### config.mk
export PLATFORM = sky130hd
export DESIGN_NAME = alu_writeback
export DESIGN_NICKNAME = d
export VERILOG_FILES = /design/src/rtl/alu_writeback_pkg.sv /design/src/rtl/alu_writeback_merge.sv /design/src/rtl/alu_writeback.sv
export SDC_FILE = /design/constraint.sdc
export NUM_CORES = 1
export LEC_CHECK = 0
export BUFFER_PORTS_ARGS = -buffer_cell sky130_fd_sc_hd__buf_4
export CAP_MARGIN = 10
export CORE_ASPECT_RATIO = 2
export CORE_MARGIN = 4
export CORE_UTILIZATION = 52
export DETAILED_ROUTE_END_ITERATION = 7
export HOLD_SLACK_MARGIN = 0.12
export PLACE_DENSITY_LB_ADDON = 0.3
export SLEW_MARGIN = 20
export SYNTH_ARGS = -nofsm -noshare
export SYNTH_HDL_FRONTEND = slang
export SYNTH_SLANG_ARGS = --single-unit
### constraint.sdc
create_clock -name clk -period 5.22 [get_ports clk]
set_input_delay 0.783 -clock clk [delete_from_list [all_inputs] [get_ports clk]]
set_output_delay 0.783 -clock clk [all_outputs]
set_load 0.005 [all_outputs]
### src/rtl/alu_writeback_pkg.sv
// Shared encodings for the ALU write-back path: write-back modes, address
// post-adjust codes and write-back FSM state encodings.
package alu_writeback_pkg;

    localparam int ALU_WB_DATA_W = 16;
    localparam int ALU_WB_REG_AW = 4;
    localparam int ALU_WB_FLAG_W = 4;

    typedef enum logic [1:0] {
        WB_MODE_NONE = 2'b00,
        WB_MODE_FULL = 2'b01,
        WB_MODE_HIGH = 2'b10,
        WB_MODE_LOW  = 2'b11
    } wb_mode_e;

    typedef enum logic [1:0] {
        LDSINCF_NONE = 2'b00,
        LDSINCF_INC1 = 2'b01,
        LDSINCF_INC2 = 2'b10,
        LDSINCF_DEC2 = 2'b11
    } ldsincf_e;

    typedef enum logic [1:0] {
        WBSTATE_IDLE = 2'b00,
        WBSTATE_RES  = 2'b01,
        WBSTATE_INC  = 2'b10
    } wb_state_e;

endpackage

### src/rtl/alu_writeback_merge.sv
// Byte-lane merge for half-register writes and post-adjust value generation
// for the address register. Purely combinational.
module alu_writeback_merge
    import alu_writeback_pkg::*;
#(
    parameter int DATA_W = ALU_WB_DATA_W
) (
    input  logic [DATA_W-1:0] result,
    input  logic [DATA_W-1:0] old,
    input  logic [1:0]        mode,
    input  logic [DATA_W-1:0] inc_base,
    input  logic [1:0]        ldsincf,
    output logic [DATA_W-1:0] merged,
    output logic [DATA_W-1:0] inc_sum
);

    logic [DATA_W-1:0] delta;

    // Lane merge: HIGH places the result's low byte in the upper lane.
    always_comb begin
        merged = result;
        case (mode)
            WB_MODE_HIGH: merged = {result[7:0], old[DATA_W-9:0]};
            WB_MODE_LOW:  merged = {old[DATA_W-1:8], result[7:0]};
            default:      merged = result;
        endcase
    end

    // Post-adjust delta; -2 is the two's-complement of 2 so the add wraps.
    always_comb begin
        delta = '0;
        case (ldsincf)
            LDSINCF_INC1: delta = DATA_W'(1);
            LDSINCF_INC2: delta = DATA_W'(2);
            LDSINCF_DEC2: delta = ~DATA_W'(1);
            default:      delta = '0;
        endcase
    end

    assign inc_sum = inc_base + delta;

endmodule

### src/rtl/alu_writeback.sv
// ALU result write-back: captures an ALU result with its write-back fields,
// updates the flag register and issues up to two register-file writes (the
// result, then an optional address post-adjust) through one shared port.
//
// state        | meaning
// -------------+----------------------------------------------------------
// WBSTATE_IDLE | ready for a new ALU result
// WBSTATE_RES  | result write presented, waiting for arbiter grant
// WBSTATE_INC  | address post-adjust write presented, waiting for grant
module alu_writeback
    import alu_writeback_pkg::*;
#(
    parameter int DATA_W = ALU_WB_DATA_W,
    parameter int REG_AW = ALU_WB_REG_AW,
    parameter int FLAG_W = ALU_WB_FLAG_W
) (
    input  logic              clk,
    input  logic              resetn,
    input  logic              alu_valid,
    output logic              alu_ready,
    input  logic [DATA_W-1:0] alu_result,
    input  logic [FLAG_W-1:0] alu_flags,
    input  logic              flags_en,
    input  logic [1:0]        wb_mode,
    input  logic [REG_AW-1:0] wb_dest,
    input  logic [DATA_W-1:0] wb_old,
    input  logic [1:0]        ldsincf,
    input  logic [REG_AW-1:0] inc_reg,
    input  logic [DATA_W-1:0] inc_base,
    output logic              reg_we,
    output logic [REG_AW-1:0] reg_waddr,
    output logic [DATA_W-1:0] reg_wdata,
    input  logic              reg_wready,
    output logic [FLAG_W-1:0] flags_out
);

    wb_state_e         state;
    wb_state_e         state_nxt;
    logic              accept;

    logic [DATA_W-1:0] merged;
    logic [DATA_W-1:0] inc_sum;

    // Second write is captured already resolved, so WB_RES only has to
    // copy it onto the port when the result write is granted.
    logic              inc_pend_q;
    logic [REG_AW-1:0] inc_reg_q;
    logic [DATA_W-1:0] inc_data_q;

    logic              has_res;
    logic              has_inc;

    alu_writeback_merge #(
        .DATA_W (DATA_W)
    ) u_merge (
        .result   (alu_result),
        .old      (wb_old),
        .mode     (wb_mode),
        .inc_base (inc_base),
        .ldsincf  (ldsincf),
        .merged   (merged),
        .inc_sum  (inc_sum)
    );

    assign has_res   = (wb_mode != WB_MODE_NONE);
    assign has_inc   = (ldsincf != LDSINCF_NONE);
    assign alu_ready = (state == WBSTATE_IDLE);

    // State register.
    always_ff @(posedge clk) begin
        if (!resetn) begin
            state <= WBSTATE_IDLE;
        end else begin
            state <= state_nxt;
        end
    end

    // Next-state logic; the accept strobe only exists in IDLE.
    always_comb begin
        state_nxt = state;
        accept    = 1'b0;
        case (state)
            WBSTATE_IDLE: begin
                if (alu_valid) begin
                    accept = 1'b1;
                    if (has_res) begin
                        state_nxt = WBSTATE_RES;
                    end else if (has_inc) begin
                        state_nxt = WBSTATE_INC;
                    end
                end
            end
            WBSTATE_RES: begin
                if (reg_wready) begin
                    state_nxt = inc_pend_q ? WBSTATE_INC : WBSTATE_IDLE;
                end
            end
            WBSTATE_INC: begin
                if (reg_wready) begin
                    state_nxt = WBSTATE_IDLE;
                end
            end
            default: state_nxt = WBSTATE_IDLE;
        endcase
    end

    // Write port, flags and pending post-adjust; port holds until granted.
    always_ff @(posedge clk) begin
        if (!resetn) begin
            reg_we     <= 1'b0;
            reg_waddr  <= '0;
            reg_wdata  <= '0;
            flags_out  <= '0;
            inc_pend_q <= 1'b0;
            inc_reg_q  <= '0;
            inc_data_q <= '0;
        end else begin
            case (state)
                WBSTATE_IDLE: begin
                    if (accept) begin
                        if (flags_en) begin
                            flags_out <= alu_flags;
                        end
                        inc_reg_q  <= inc_reg;
                        inc_data_q <= inc_sum;
                        // A post-adjust of the destination itself is dropped.
                        inc_pend_q <= has_res && has_inc && (inc_reg != wb_dest);
                        if (has_res) begin
                            reg_we    <= 1'b1;
                            reg_waddr <= wb_dest;
                            reg_wdata <= merged;
                        end else if (has_inc) begin
                            reg_we    <= 1'b1;
                            reg_waddr <= inc_reg;
                            reg_wdata <= inc_sum;
                        end
                    end
                end
                WBSTATE_RES: begin
                    if (reg_wready) begin
                        inc_pend_q <= 1'b0;
                        if (inc_pend_q) begin
                            reg_waddr <= inc_reg_q;
                            reg_wdata <= inc_data_q;
                        end else begin
                            reg_we <= 1'b0;
                        end
                    end
                end
                WBSTATE_INC: begin
                    if (reg_wready) begin
                        reg_we <= 1'b0;
                    end
                end
                default: reg_we <= 1'b0;
            endcase
        end
    end

endmodule
==> summary.md <==
| Metric | Value |
|---|---|
| Clk buf depth | 2 |
| Met1 usage | roughly 29% |
| Outcome | finished, final reports clean |
| Total of max-cap violations | 0 |
| Post-DR wirelength/cell | about 18 um |
| DIE HEIGHT | 120 um |
| Drt drc | 0 |
| Worst r2r path cells | 6 |
| Yosys reg bits | between 40 and 50 |
| Worst Hold Depth | 2 |
| Sum Neg Setup Slack | 0 ps |
| Via count of the first global-routing pass | ~3500 |
| Post-synthesis cell count | ~450 |
| Root Buffer Master | clkbuf_16 |
| Arr. time, crit path | 3200 ps |
| Sink of the worst hold path | flags_out[3]$_SDFFE_PN0P_ |
| EDFF count, synth | 0 |
| Vias/cell | roughly 6 |
| Final Max Tran Viols | 0 |
| Critical Path RT | roughly 5400 ps |
| Total CTS buffers | 5 |
| Initial antenna violation count | 0 |
| Tmin final | about 3000 ps |
| Clk sinks | 48 |
| DRT Pass-1 Iters | 5 |
| Crit path launch type | primary input |
| Leading area contributor after synthesis | dfxtp_1 |
| Initial Utilization | 53.8% |
| Worst setup EP type | flop |
| CTS tree | built |
| Largest net degree at the start of global routing | 35 |
| GR Layer Usage met2 | 53.6% |
| Max-Slew Margin vs Limit | roughly 22% |
| Post-route ant nets | 0 |
| First-pass GRT wire length | approximately 17 mm |
| DRT iter0 DRCs | around 260 |
| RePlAce Congestion | between 0.9 and 1 |
| Main area contributors after synthesis | dfxtp_1 (29%), nand2_1 (7.0%), a21oi_1 (6.9%), nor2_1 (4.8%), o21ai_0 (4.8%) |
| Synth top area share | 29.5% |
| Syn avg cell area | 7.21 sq um |
| Diodes inserted | 0 |
| FF-to-FF Start | state[1]$_SDFFE_PN0P_ |
| NumNets Final | 591 |
| Final setup fails | 0 |
| Fmax | 332 MHz |
| Total number of vias | about 3700 |
| Yosys cell types | 61 |
| Critical path class | primary input to flop |
| Hold Startpoint | flags_out[3]$_SDFFE_PN0P_ |
| Top FF cell, synth | dfxtp_1 |
| Area of the mapped netlist | approximately 0.0033 sq mm |
| Hold WC Path Type | flop to flop |
| Leading cell type in the layout, fill and taps excluded | buf_4 |
| Sequential-to-total area share from yosys stat | about 29% |
| Die width | roughly 64 um |
| Die area | 0.00767 sq mm |
| Worst-Skew Late Latency | between 200 and 300 ps |
| Unrepaired setup endpoints after global routing | no |
| Core Rows | 40 |
| Share of layout cells above drive strength 1 | roughly 22% |
| Grt total ovfl | 0 |
| Layout area overhead | 25.2% |
| Post-synth ARST share | 0% |
| Met3 global-route usage | between 4 and 5% |
| H-tree depth | 2 |
| CP Max Fanout | 7 |
| Leakage | between 0.0015 and 0.002 uW |
| IO Pins | between 90 and 100 |
| Power per Cell Area | 244 mW/mm^2 |
| Fin crit share | about 58% |
| Worst hold slack | approximately 450 ps |
| Post-CTS Setup Bufs | 0 |
| Drt total wl | ~11 mm |
| Clk_skew | about 2.8 ps |
| Hold Vio Cnt, Final | 0 |
| Syn nets | around 520 |
| GRT Max-Usage Layer | met2 |
| DP HPWL | between 8 and 9 mm |
| Gr usage total | 28.5% |
| IO buf count | 94 |
| Clock slew at reported path FFs | ~60 ps |
| Reg2reg setup slack | about 3000 ps |
| VDD IR max | 0.159 mV |
| Fill count | approximately 560 |
| FF-to-FF End | reg_wdata[4]$_SDFFE_PN0P_ |
| PostCTS Resize Cnt | 0 |
| Ys Warns | 0 |
| Post-cts hold buffer count | 0 |
| Least-Margin Pin Slew | about 1200 ps |
| Most frequent cells in the layout | buf_4 (99), nand2_1 (61), dfxtp_1 (48) |
| Core ar. | approximately 0.006 sq mm |
[kinds of logic after synthesis]
kind of cell             count (synthesis)  synth area share [%]
AND/OR/NAND/NOR                        189                  28.2
adder cells (fa/ha/maj)                  3                  1.38
flip-flops                              48                  29.5
buffers and inverters                   47                  5.80
multiplexers                            12                  3.76
XOR/XNOR                                23                  6.18
AO/OA/AOI/OAI                          130                  25.2
[per-layer routing]
metal  part of all wire [%]  up-vias
met2                     54      182
met1                     35     1705
li1                       -     1775
met3                    6.6       36
met5                      0        -
met4                    4.5        0
[cells in the mapped netlist, types with 2 or more instances]
library cell and instances:
and2_1 3, a22oi_1 4, o31ai_1 2, nand2_1 61, mux2i_1 10, or3_1 5
inv_1 7, buf_2 4, or4_4 2, o21ai_0 31, nor3_1 16, a221o_1 2
and3_1 5, ha_1 2, a21oi_1 45, o22a_1 2, nor3b_1 3, dfxtp_1 48
mux2_2 2, a221oi_1 2, a31oi_1 4, o211ai_1 6, a211oi_1 9, clkbuf_1 34
nand3_1 15, and4_1 2, nor2_1 42, or2_2 3, nand4_1 10, xor2_1 7
nand2b_1 3, nor4_1 7, a311oi_1 6, xnor2_1 16, nor2b_1 3, or4_1 4
[metrics by stage]
stage	setup slack, ps	power (uW)	util, %	instances	area [sq um]
floorplan	2340	582	-	452	3260
global placement	2060	699	65.3	596	3950
detailed placement	1970	704	65.3	596	3950
CTS	2260	1000	67.3	601	4080
global route	2030	1050	67.4	601	4080
finish	2210	997	67.4	601	4080
[worst max-delay path, stage by stage]
cell and delay [ps]:
buf_4 130, nor2b_1 130, ha_1 220, fa_1 470, or4_1 440, nor3_1 300
mux2i_1 140, xor2_1 180, o211ai_1 170, nor4b_1 230
[power breakdown]
part	internal (uW)	switching [uW]
registers	399	21.5
clock network	169	127
logic	126	155
[registers in the layout (all words and copies together), names as in the netlist]
register    flops
reg_we          1
reg_wdata      16
state           2
inc_reg_q       4
reg_waddr       4
inc_pend_q      1
flags_out       4
inc_data_q     16
[worst max path at each step]
stage | start | to | slack, ps | depth (start not counted)
after CTS | ldsincf[0] | reg_wdata[10]$_SDFFE_PN0P_ | 2260 | 10
final | ldsincf[0] | reg_wdata[10]$_SDFFE_PN0P_ | 2210 | 10
after global placement | ldsincf[0] | reg_wdata[10]$_SDFFE_PN0P_ | 2060 | 10
after global routing | ldsincf[0] | reg_wdata[10]$_SDFFE_PN0P_ | 2030 | 10
after floorplan | ldsincf[0] | reg_wdata[10]$_SDFFE_PN0P_ | 2340 | 9
after detailed placement | ldsincf[0] | reg_wdata[10]$_SDFFE_PN0P_ | 1970 | 10
[cell type report]
cell class,count,area (sq um),area share (%)
clock buffer,5,125,3.07
inverter,8,30.0,0.736
multi-input combinational,357,2120,51.9
sequential,48,961,23.6
tap,84,105,2.58
timing repair buffer,99,743,18.2
No activity file was read; power rests on OpenSTA's default activity.
